<file path="src/rtl/staff_voice_if.sv">
// Key-event handshake between the event source (master) and the staff voice allocator (slave).
interface staff_voice_if;
  logic       ev_valid;
  logic       ev_ready;
  logic [7:0] ev_code;
  logic       ev_release;

  modport master (output ev_valid, output ev_code, output ev_release, input ev_ready);
  modport slave  (input ev_valid, input ev_code, input ev_release, output ev_ready);
endinterface

</file>
<file path="src/rtl/staff_voice_allocator.sv">
// Four-voice key allocator feeding the staff tone mapper: press/release/retrigger, auto-release, overflow.
// Define STAFF_VOICE_STEAL_EN to steal the oldest voice on overflow instead of dropping the press.
module staff_voice_allocator #(
  parameter int unsigned HOLD_CYCLES = 25000000,
  parameter int unsigned TIMER_W     = 25
) (
  input  logic                clk,
  input  logic                rst_n,
  staff_voice_if.slave        ev,
  input  logic                all_off,
  output logic [7:0]          scan_code1,
  output logic [7:0]          scan_code2,
  output logic [7:0]          scan_code3,
  output logic [7:0]          scan_code4,
  output logic [3:0]          busy,
  output logic                drop
);

  localparam int unsigned NUM_VOICES = 4;
  localparam int unsigned IDX_W      = 2;
  localparam int unsigned CODE_W     = 8;
  localparam logic [TIMER_W-1:0] AGE_LAST =
    (HOLD_CYCLES == 0) ? '1 : TIMER_W'(HOLD_CYCLES - 1);

  typedef enum logic [1:0] {IDLE, SEARCH, APPLY} state_t;

  state_t              state, state_next;
  logic [CODE_W-1:0]   voice_code [NUM_VOICES];
  logic [TIMER_W-1:0]  voice_age  [NUM_VOICES];
  logic [CODE_W-1:0]   ev_code_q;
  logic                ev_release_q;
  logic                match_hit, free_hit, match_hit_c, free_hit_c;
  logic [IDX_W-1:0]    match_idx, free_idx, match_idx_c, free_idx_c;
`ifdef STAFF_VOICE_STEAL_EN
  logic [IDX_W-1:0]    oldest_idx, oldest_idx_c;
`endif
  logic                accept_c, wr_en_c, drop_set_c;
  logic [IDX_W-1:0]    wr_idx_c;
  logic [CODE_W-1:0]   wr_code_c;
  logic [NUM_VOICES-1:0] timeout_c;

  assign ev.ev_ready = (state == IDLE);
  assign scan_code1  = voice_code[0];
  assign scan_code2  = voice_code[1];
  assign scan_code3  = voice_code[2];
  assign scan_code4  = voice_code[3];

  always_comb begin
    for (int i = 0; i < int'(NUM_VOICES); i++) begin
      busy[i]      = (voice_code[i] != '0);
      timeout_c[i] = (HOLD_CYCLES != 0) && busy[i] && (voice_age[i] == AGE_LAST);
    end
  end

  // Voice search on the latched code; descending scan so the lowest index wins.
  always_comb begin
    match_hit_c = 1'b0;
    match_idx_c = '0;
    free_hit_c  = 1'b0;
    free_idx_c  = '0;
    for (int i = int'(NUM_VOICES) - 1; i >= 0; i--) begin
      if (voice_code[i] == ev_code_q) begin
        match_hit_c = 1'b1;
        match_idx_c = IDX_W'(i);
      end
      if (voice_code[i] == '0) begin
        free_hit_c = 1'b1;
        free_idx_c = IDX_W'(i);
      end
    end
  end

`ifdef STAFF_VOICE_STEAL_EN
  // Largest age wins; strict compare keeps ties on the lowest index.
  always_comb begin
    oldest_idx_c = '0;
    for (int i = 1; i < int'(NUM_VOICES); i++) begin
      if (voice_age[i] > voice_age[oldest_idx_c]) oldest_idx_c = IDX_W'(i);
    end
  end
`endif

  always_ff @(posedge clk or negedge rst_n) begin
    if (!rst_n) state <= IDLE;
    else if (all_off) state <= IDLE;
    else state <= state_next;
  end

  // Next state plus the single voice write decided in APPLY.
  always_comb begin
    state_next = state;
    accept_c   = 1'b0;
    wr_en_c    = 1'b0;
    wr_idx_c   = '0;
    wr_code_c  = '0;
    drop_set_c = 1'b0;
    case (state)
      IDLE: begin
        if (ev.ev_valid) begin
          accept_c   = 1'b1;
          state_next = SEARCH;
        end
      end
      SEARCH: state_next = APPLY;
      APPLY: begin
        state_next = IDLE;
        if (ev_code_q != '0) begin
          if (ev_release_q) begin
            if (match_hit) begin
              wr_en_c  = 1'b1;
              wr_idx_c = match_idx;
            end
          end else if (match_hit) begin
            wr_en_c   = 1'b1;
            wr_idx_c  = match_idx;
            wr_code_c = ev_code_q;
          end else if (free_hit) begin
            wr_en_c   = 1'b1;
            wr_idx_c  = free_idx;
            wr_code_c = ev_code_q;
          end else begin
`ifdef STAFF_VOICE_STEAL_EN
            wr_en_c   = 1'b1;
            wr_idx_c  = oldest_idx;
            wr_code_c = ev_code_q;
`else
            drop_set_c = 1'b1;
`endif
          end
        end
      end
      default: state_next = IDLE;
    endcase
  end

  always_ff @(posedge clk or negedge rst_n) begin
    if (!rst_n) begin
      ev_code_q    <= '0;
      ev_release_q <= 1'b0;
      match_hit    <= 1'b0;
      match_idx    <= '0;
      free_hit     <= 1'b0;
      free_idx     <= '0;
`ifdef STAFF_VOICE_STEAL_EN
      oldest_idx   <= '0;
`endif
    end else begin
      if (accept_c) begin
        ev_code_q    <= ev.ev_code;
        ev_release_q <= ev.ev_release;
      end
      if (state == SEARCH) begin
        match_hit  <= match_hit_c;
        match_idx  <= match_idx_c;
        free_hit   <= free_hit_c;
        free_idx   <= free_idx_c;
`ifdef STAFF_VOICE_STEAL_EN
        oldest_idx <= oldest_idx_c;
`endif
      end
    end
  end

  // Voice state: aging and timeouts first, so an APPLY write to the same voice wins.
  always_ff @(posedge clk or negedge rst_n) begin
    if (!rst_n) begin
      for (int i = 0; i < int'(NUM_VOICES); i++) begin
        voice_code[i] <= '0;
        voice_age[i]  <= '0;
      end
      drop <= 1'b0;
    end else if (all_off) begin
      for (int i = 0; i < int'(NUM_VOICES); i++) begin
        voice_code[i] <= '0;
        voice_age[i]  <= '0;
      end
      drop <= 1'b0;
    end else begin
      for (int i = 0; i < int'(NUM_VOICES); i++) begin
        if (!busy[i]) begin
          voice_age[i] <= '0;
        end else if (timeout_c[i]) begin
          voice_code[i] <= '0;
          voice_age[i]  <= '0;
        end else if (voice_age[i] != '1) begin
          voice_age[i] <= voice_age[i] + TIMER_W'(1);
        end
      end
      if (wr_en_c) begin
        voice_code[wr_idx_c] <= wr_code_c;
        voice_age[wr_idx_c]  <= '0;
      end
      drop <= drop_set_c;
    end
  end

endmodule

</file>
<file path="src/flat_wrapper.sv">
// flat-port wrapper written by rule: the top's interface ports become plain ports
module staff_voice_allocator_flat 
#(
  parameter int unsigned HOLD_CYCLES = 25000000,
  parameter int unsigned TIMER_W     = 25
)
  (clk, rst_n, all_off, scan_code1, scan_code2, scan_code3, scan_code4, busy, drop, ev_ev_valid, ev_ev_code, ev_ev_release, ev_ev_ready);
  staff_voice_if ev_i ();
  input  logic clk;
  input  logic rst_n;
  input  logic all_off;
  output logic [7:0] scan_code1;
  output logic [7:0] scan_code2;
  output logic [7:0] scan_code3;
  output logic [7:0] scan_code4;
  output logic [3:0] busy;
  output logic drop;
  input wire logic [$bits(ev_i.ev_valid)-1:0] ev_ev_valid;
  input wire logic [$bits(ev_i.ev_code)-1:0] ev_ev_code;
  input wire logic [$bits(ev_i.ev_release)-1:0] ev_ev_release;
  output wire logic [$bits(ev_i.ev_ready)-1:0] ev_ev_ready;
  assign ev_i.ev_valid = ev_ev_valid;
  assign ev_i.ev_code = ev_ev_code;
  assign ev_i.ev_release = ev_ev_release;
  assign ev_ev_ready = ev_i.ev_ready;
  staff_voice_allocator #(.HOLD_CYCLES(HOLD_CYCLES), .TIMER_W(TIMER_W)) u_core (.clk(clk), .rst_n(rst_n), .ev(ev_i), .all_off(all_off), .scan_code1(scan_code1), .scan_code2(scan_code2), .scan_code3(scan_code3), .scan_code4(scan_code4), .busy(busy), .drop(drop));
endmodule
</file>
<file path="config.mk">
export PLATFORM = sky130hd
export DESIGN_NAME = staff_voice_allocator_flat
export DESIGN_NICKNAME = d
export VERILOG_FILES = /design/src/rtl/staff_voice_if.sv /design/src/rtl/staff_voice_allocator.sv /design/src/flat_wrapper.sv
export SDC_FILE = /design/constraint.sdc
export NUM_CORES = 1
export LEC_CHECK = 0
export BUFFER_PORTS_ARGS = -buffer_cell sky130_fd_sc_hd__buf_4
export CAP_MARGIN = 20
export CORE_ASPECT_RATIO = 0.75
export CORE_UTILIZATION = 50
export CTS_BUF_LIST = sky130_fd_sc_hd__clkbuf_8
export CTS_CLUSTER_DIAMETER = 120
export CTS_CLUSTER_SIZE = 40
export DETAILED_ROUTE_END_ITERATION = 6
export PLACE_DENSITY = 0.64
export SETUP_SLACK_MARGIN = 0.5
export SLEW_MARGIN = 20
export SYNTH_ARGS = -nofsm -noshare
export SYNTH_HDL_FRONTEND = slang
export SYNTH_SLANG_ARGS = --single-unit
export TNS_END_PERCENT = 50
</file>
<file path="constraint.sdc">
create_clock -name clk -period 4.61 [get_ports clk]
set_clock_uncertainty 0.15 [all_clocks]
set_input_delay 0.922 -clock clk [delete_from_list [all_inputs] [get_ports clk]]
set_output_delay 0.922 -clock clk [all_outputs]
set_load 0.01 [all_outputs]
</file>
Word level (Yosys, flattened, before mapping)
Cells that the tools add are included.
Word-level totals
  word-level logic and storage cells: 136
  register bits: 150
  input port bits: 13
Operators by class
  bitwise logic cells: 3
  eq/ne operators: 15
  muxes and demuxes: 81
  $lt $le $gt $ge: 2
  reduce and logical (&&, ||, !) cells: 15
  add/sub/neg operators: 4
Operators by type and width (number)
  25-bit two-way mux: 17
  100-bit two-way mux: 2
  8-bit two-way mux: 18
  25-bit by 1-bit adder with 25-bit output (second input constant): 4
  100-bit bitwise AND: 1
  25-bit == test (second input constant): 4
  25-bit != test (second input constant): 4
  100-bit inverter: 1
  32-bit two-way mux: 2
  25-bit demux with 2-bit select: 1
  8-bit nonzero test: 5
  32-bit bitwise mux: 1
  8-bit == test: 4
  8-bit zero test: 4
  2-bit two-way mux: 16
  1-bit two-way mux: 22
  8-bit demux with 2-bit select: 1
  1-bit logical AND: 5
  2-bit one-hot mux with 2 select lines: 1
  3-bit >= comparator (second input constant): 1
  3-bit by 1-bit < comparator with 1-bit output (second input constant): 1
  3-bit != test (second input constant): 1
  2-bit inverter with 3-bit output: 1
  2-bit by 1-bit == test with 1-bit output (second input constant): 1
  other kinds (2): 2

Depth between registers and ports, before layout
Gate-level depths: netlist of the first run.
  depth in word-level cells: 14
  mapped depth: 9
  gate-level depth less buffers: 6

Worst setup path before layout of the first run
OpenSTA, ideal clock, no wires.
  path type: input -> register
  from: in all_off
  to: reg u_core.voice_age[89] (netlist bit)
  arrival: 2.096 ns
  stages on the path: 6
  path buffers: 3
  slack: 2.291 ns
  cell sequence: clkbuf_1 -> a31o_2 -> or3b_1 -> buf_2 -> buf_6 -> a21oi_2
Between the ends
  cells in the longest elaborated chain, start to end: 1
RTL lines
  start: declaration: RTL line flat_wrapper.sv:11  | input logic all_off;
  100-bit two-way mux: RTL line staff_voice_allocator.sv:172  | end else if (all_off) begin
  end signal: indexed assignment: RTL line staff_voice_allocator.sv:186  | voice_age[i] <= voice_age[i] + TIMER_W'(1);
  end: declaration: RTL line staff_voice_allocator.sv:29  | logic [TIMER_W-1:0] voice_age [NUM_VOICES];
No other way between the ends.
A chain may end at the register's enable or synchronous reset.

Worst setup path in the final report of the first run
  from: reg u_core.ev_code_q[0]
  to: reg u_core.voice_age[35] (netlist bit)
Between the ends
  cells in the longest elaborated chain, start to end: 12
  elaborated cells on any way between the ends: 15
  classes of those cells: order compare: 2; mux: 8; bitwise: 3; reduce/logical: 2
RTL lines
  start: declaration: RTL line staff_voice_allocator.sv:30  | logic [CODE_W-1:0] ev_code_q;
  start signal: assignment: RTL line staff_voice_allocator.sv:149  | ev_code_q <= ev.ev_code;
  8-bit nonzero test *: RTL line staff_voice_allocator.sv:107  | if (ev_code_q != '0) begin
  2-bit two-way mux: RTL line staff_voice_allocator.sv:107
  2-bit two-way mux: RTL line staff_voice_allocator.sv:97  | case (state)
  2-bit inverter with 3-bit output (implied by the code): RTL line staff_voice_allocator.sv:191  | voice_age[wr_idx_c] <= '0;
  3-bit >= comparator (implied by the code) or 3-bit by 1-bit < comparator with 1-bit output (tied branches): RTL line staff_voice_allocator.sv:191
  1-bit logical AND (implied by the code): RTL line staff_voice_allocator.sv:191
  25-bit two-way mux (implied by the code): RTL line staff_voice_allocator.sv:191
  25-bit demux with 2-bit select: RTL line staff_voice_allocator.sv:191
  100-bit inverter (no source line)
  100-bit bitwise AND (no source line)
  100-bit two-way mux *: RTL line staff_voice_allocator.sv:189  | if (wr_en_c) begin
  100-bit two-way mux *: RTL line staff_voice_allocator.sv:172
Every way passes the cells marked *; elsewhere a longest branch is shown, timed or not.

==> impl_metrics.tcl, run 1 <==
set metrics [dict create \
    clock_latency_ns 0.45 \
    grt_pass1_wl_um 33300 \
    p_per_area_nw_per_um2 297 \
    io_buffers 50 \
    synthCells 866 \
    seq_area_um2 3750 \
    drt_iter0_drc 472 \
    peakVddDrop_uv 181 \
    switchingPower_uw 667 \
    antenna_found_initial 0 \
    n_fill_cell 1414 \
    synth_edf_count 0 \
    start_kind "register" \
    drtPass1Iterations 5 \
    ys.warnings.count 0 \
    cts-hold-fix-buffers 0 \
    syn_area_um2 8360 \
    grt_overflow 0 \
    final.setup.tns_ns 0 \
    die_y_um 114 \
    async_reset_ff_share_pct 100 \
    crit_type "reg2reg" \
    layout_commonest_cell "dfrtp_1" \
    cts_resized 0 \
    clockRootBuffer "clkbuf_8" \
    ys_ff_latch 150 \
    setup_violations 0 \
    grt_setup_unrepaired "false" \
    hold_path.class "reg2reg" \
    fp.coreArea_um2 16200 \
    power_mw 2.74 \
    cts.clk_slew.worst_paths_ns 0.09 \
    finalWirelength_um 19700 \
    ioPinCount 51 \
    crit_fanout 25 \
    fp.dieArea_um2 17200 \
    layout_common_cells "150 x dfrtp_1, 89 x nor2_1, 53 x nand2_1, 53 x xnor2_1, 53 x buf_4" \
    cts_buffers 17 \
    leakagePower_nw 3.48 \
    hpwlAfterDp_um 13700 \
    worstPathArrival_ns 3.07 \
    initial_core_util_pct 51.7 \
    cts_tree "built" \
    syn2layout_area_growth_pct 10.4 \
    slew_headroom_pct 31.8 \
    cts_max_level 4 \
    place_congestion 0.898 \
    seq_area_frac_synth_pct 44.9 \
    ys_dominant_reg_cell "dfrtp_1" \
    multi_input_area_um2 4280 \
    cts_setup_buffers 0 \
    end_kind "register" \
    wl_per_cell_um 17.7 \
    switching_share_pct 24.3 \
    grt_max_degree 98 \
    max_freq_mhz 348 \
    max-clock-path-buffers 2 \
    yosys.cell_types.count 65 \
    p_comb_share_pct 6.4 \
    first_global_vias 6612 \
    num_rows 40 \
    finalMaxSlewViolations 0 \
    worst_ep_required_time_ns 4.81 \
    p_clk_share_pct 43.0 \
    pwr-share-seq_pct 50.6 \
    routed_via_density 6.11 \
    timing.final.hold_violations 0 \
    drive_gt1_share_pct 14.7 \
    tightest_slew_ns 1.02 \
    final_nets 908 \
    antenna_left 0 \
    clock_sinks 150 \
    finalCritPeriodShare_pct 62.4 \
    maxCapViolations 0 \
    outcome "complete, no violations" \
    post-route-min-period_ns 2.88 \
    route.detailed.drc 0 \
    syn_nets 883 \
    die_w_um 151 \
    p_int_mw 2.07 \
    synth.avg_cell_area_um2 9.65 \
    grt_util_all_layers_pct 24.4 \
    antennaDiodeCount 0 \
    vias 6804 \
]
-- metal layers --
| metal | GRT usage (%) | wire length, um |
|---|---|---|
| met2 | 36.6 | 9030 |
| met3 | 4.68 | 857 |
| met5 | 0 | 0 |
| met1 | 36.1 | 9660 |
| met4 | 5.93 | 136 |
-- kinds of logic after synthesis --
| family | synth area share, % |
|---|---|
| AO/OA/AOI/OAI | 13.5 |
| AND/OR/NAND/NOR | 25.9 |
| multiplexers | 1.83 |
| buffers and inverters | 3.95 |
| adder cells (fa/ha/maj) | 0.599 |
| flip-flops | 44.9 |
| XOR/XNOR | 9.33 |
-- synthesized netlist by cell type (10+ instances only) --
master / count / area share, %
a21oi_2: 11 / 1.2
clkbuf_1: 17 / 0.76
o31ai_1: 15 / 1.3
nand2_1: 53 / 2.4
inv_1: 15 / 0.67
mux2_2: 10 / 1.3
or3_1: 22 / 1.6
nor2_1: 90 / 4.0
nor3_1: 17 / 1.0
dfrtp_1: 150 / 45
o21ai_0: 34 / 2.0
xor2_1: 36 / 3.8
or4_1: 16 / 1.4
and4_1: 15 / 1.6
a21oi_1: 48 / 2.9
a32o_1: 15 / 1.8
buf_2: 17 / 1.0
nand4_1: 30 / 2.2
nand3_1: 51 / 3.1
nor4_1: 27 / 2.0
xnor2_1: 53 / 5.6
-- critical path, stage by stage (launching register included) --
cell	delay (ns)
dfrtp_1	0.53
nor4_1	0.36
a211o_1	0.42
nor3_1	0.15
nand3b_1	0.76
nor3_1	0.39
-- worst paths after layout --
kind,endpoint,slack [ns],cells past startpoint,start
worst max-delay path,u_core.voice_age[35],1.73,5,u_core.ev_code_q[0]
worst min-delay path,u_core.match_idx[0],0.35,2,u_core.match_idx[0]
worst max register to register,u_core.voice_age[35],1.73,5,u_core.ev_code_q[0]
worst min register to register,u_core.match_idx[0],0.35,2,u_core.match_idx[0]
max in group asynchronous,u_core.voice_age[49],2.92,2,rst_n
min in group asynchronous,u_core.voice_age[5],0.39,1,rst_n
-- cell type report --
cell class	count	share of cell area (%)
Multi-Input combinational cell	653	46.4
Timing Repair Buffer	54	4.43
Tap cell	210	2.85
Clock inverter	13	2.21
Inverter	15	0.610
Clock buffer	19	2.83
Sequential cell	150	40.7
-- power by group through the flow --
stage          combinational [mW]  sequential [mW]  clock (mW)
2_1_floorplan               0.158             1.37           0
3_3_place_gp                0.171             1.41           0
3_5_place_dp                0.175             1.41           0
4_1_cts                     0.176             1.39        1.20
5_1_grt                     0.193             1.39        1.26
6_report                    0.175             1.39        1.18
-- per-stage QoR --
| step | cells | hold slack, ns | utilization (%) | setup WS [ns] | cell area [um^2] |
|---|---|---|---|---|---|
| 2_1_floorplan | 866 | 0.304 | - | 2.29 | 8360 |
| 3_3_place_gp | 1082 | 0.327 | 54.2 | 1.82 | 8760 |
| 3_5_place_dp | 1082 | 0.333 | 54.2 | 1.71 | 8760 |
| 4_1_cts | 1114 | 0.350 | 57.0 | 1.69 | 9220 |
| 5_1_grt | 1114 | 0.392 | 57.1 | 1.49 | 9230 |
| 6_report | 1114 | 0.345 | 57.1 | 1.73 | 9230 |
-- registers in the layout (all words and copies together) (netlist names) --
name	count
u_core.match_hit	1
u_core.free_idx	2
u_core.match_idx	2
u_core.scan_code2	8
u_core.ev_release_q	1
u_core.voice_age	100
u_core.state	2
u_core.scan_code1	8
u_core.drop	1
u_core.scan_code3	8
u_core.scan_code4	8
u_core.free_hit	1
u_core.ev_code_q	8
(Power assumes the default switching activity.)
==> run 2, diff against run 1 <==
Clock period 4.61 ns to 2.9 ns, I/O delays scaled along.
==> run 2 against run 1 <==
Net effect: combinational power grew 110%; non-clock buffer count grew 19; flip-flop and latch count is the same; wire length grew 1.5%; worst setup slack lost 1.2 ns; worst hold slack lost 0.14 ns; utilization grew 1.0 points; clock power grew 35%; count of clock-buffer cells in the layout shrank 1; total power grew 51%.
==> impl_metrics.tcl, run 2 (synthesis results as in run 1) <==
set metrics [dict create \
    outcome "complete, no violations" \
    rrSetupSlack_ns 0.56 \
    vias 7049 \
    p_int_mw 2.99 \
    fp.dieArea_um2 17200 \
    fp.coreArea_um2 16200 \
    r2r_cells 5 \
    crit_path_max_incr_delay_ns 0.44 \
    top_register "u_core.voice_age" \
    first_global_vias 6502 \
    die_y_um 114 \
    peakVddDrop_uv 258 \
    io_buffers 50 \
    route.detailed.drc 0 \
    worstPathArrival_ns 1.62 \
    post-route-min-period_ns 2.35 \
    finalCritPeriodShare_pct 81.1 \
    max-clock-path-buffers 2 \
    antenna_found_initial 0 \
    slew_headroom_pct 57.1 \
    crit_type "reg2out" \
    syn2layout_area_growth_pct 12.4 \
    timing.hold.ws_ns 0.207 \
    clock_sinks 150 \
    final.setup.tns_ns 0 \
    cpMaxStageDelayCell "dfrtp_1" \
    p_comb_share_pct 9.1 \
    max_freq_mhz 425 \
    timing.final.hold_violations 0 \
    pwr-share-seq_pct 52.3 \
    drive_gt1_share_pct 18.2 \
    reg2reg_from "u_core.voice_age[8]" \
    maxCapViolations 0 \
    largest_register_ffs 100 \
    leakagePower_nw 3.57 \
    finalWirelength_um 20000 \
    cts_buffers 17 \
    hold_path.class "in2reg" \
    regToRegEndpoint "u_core.scan_code4[5]" \
    place_congestion 0.902 \
    grt_util_all_layers_pct 24.3 \
    initial_core_util_pct 51.7 \
    switching_share_pct 27.7 \
    drtPass1Iterations 5 \
    grt_max_degree 59 \
    switchingPower_mw 1.14 \
    cts.clk_slew.worst_paths_ns 0.09 \
    end_kind "primary output" \
    finalMaxSlewViolations 0 \
    hpwlAfterDp_um 13500 \
    num_rows 40 \
    die_w_um 151 \
    drt_iter0_drc 457 \
    crit_fanout 4 \
    worst-path-buf-inv 1 \
    layout_commonest_cell "dfrtp_1" \
    layout_common_cells "148 x dfrtp_1, 89 x nor2_1, 68 x buf_4" \
    setup_violations 0 \
    dpl_worst_slack_ns 0.243 \
    cts_max_level 4 \
    wl_per_cell_um 17.6 \
    worst_ep_required_time_ns 2.17 \
    clockRootBuffer "clkbuf_8" \
    hold_start "ev_ev_release" \
    power_mw 4.13 \
    min_to "u_core.ev_release_q" \
    crit_chain "nor4_1, nand2_1, buf_4" \
    worstHoldPathCells 2 \
    ioPinCount 51 \
    p_clk_share_pct 38.6 \
    critPathTopFamily "simple AND/OR/NAND/NOR gates" \
    start_kind "register" \
    clock_latency_ns 0.46 \
    tightest_slew_ns 0.634 \
    setup_ws_ns 0.548 \
    final_nets 928 \
    grt_pass1_wl_um 32900 \
    routed_via_density 6.22 \
    antenna_left 0 \
    p_per_area_nw_per_um2 439 \
    cts_tree "built" \
    antennaDiodeCount 0 \
    final_util_pct 58.1 \
    grt_overflow 0 \
    grt_setup_unrepaired "true" \
]
-- run 2: cell types whose count changed in the layout (fill, tap and decap cells not counted), moves of 4 or more --
cell,previous run,this run
or4_4,2,6
buf_4,53,68
bufinv_16,5,1
inv_6,1,6
or4_1,16,12
-- run 2: worst reg2reg max path, delay by kind of cell (launching register included) --
family | cells | cell delay, ns
and+or+nand+nor | 2 | 0.84
AOI/OAI and AO/OA | 3 | 0.80
DFF | 1 | 0.44
-- run 2: routing by layer --
metal / part of all wire (%) / global-route usage (%) / vias to the layer above / routed length (um)
li1: - / - / 3297 / -
met1: 49 / 36.2 / 3513 / 9740
met2: 45 / 35.4 / 217 / 8900
met3: 5.3 / 5.08 / 22 / 1070
met4: 1.4 / 7.07 / 0 / 270
met5: 0 / 0 / - / 0
-- run 2: final cells by class --
type / instances / area [um^2]
inverters: 15 / 56.3
fillers: 1390 / 6770
flip-flops and latches: 150 / 3760
multi-input cells: 654 / 4350
clock buffers: 18 / 248
clock inverters: 14 / 141
repair buffers: 73 / 583
well taps: 210 / 263
-- run 2: power by group through the flow --
stage	registers [mW]	clock network, mW	logic (mW)
after floorplan	2.18	0	0.251
after global placement	2.20	0	0.364
after detailed placement	2.20	0	0.371
after CTS	2.16	1.64	0.375
after global routing	2.16	1.74	0.411
final	2.16	1.59	0.374
-- run 2: worst max path at each step --
stage / cells past startpoint / start / endpoint
finish: 3 / u_core.scan_code1[3] / busy[0]
global route: 6 / u_core.voice_age[75] / u_core.voice_age[88]
CTS: 5 / u_core.voice_age[52] / u_core.voice_age[56]
detailed placement: 5 / u_core.ev_code_q[3] / u_core.voice_age[60]
global placement: 5 / u_core.ev_code_q[3] / u_core.voice_age[71]
floorplan: 8 / u_core.voice_age[0] / u_core.voice_age[13]
-- run 2: through the flow --
| step | std cells | instance area [um^2] |
|---|---|---|
| floorplan | 866 | 8360 |
| global placement | 1097 | 8890 |
| detailed placement | 1097 | 8890 |
| CTS | 1134 | 9360 |
| global route | 1134 | 9400 |
| finish | 1134 | 9400 |
-- run 2: repair_timing --
item / in CTS / in global routing
gates cloned: 1 / 0
hold buffers: 1 / 0
setup buffers: 3 / 0
pin swaps: 3 / 1
hold endpoints to repair: 56 / 0
setup endpoints to repair: 112 / 82
gates resized for setup: 9 / 8
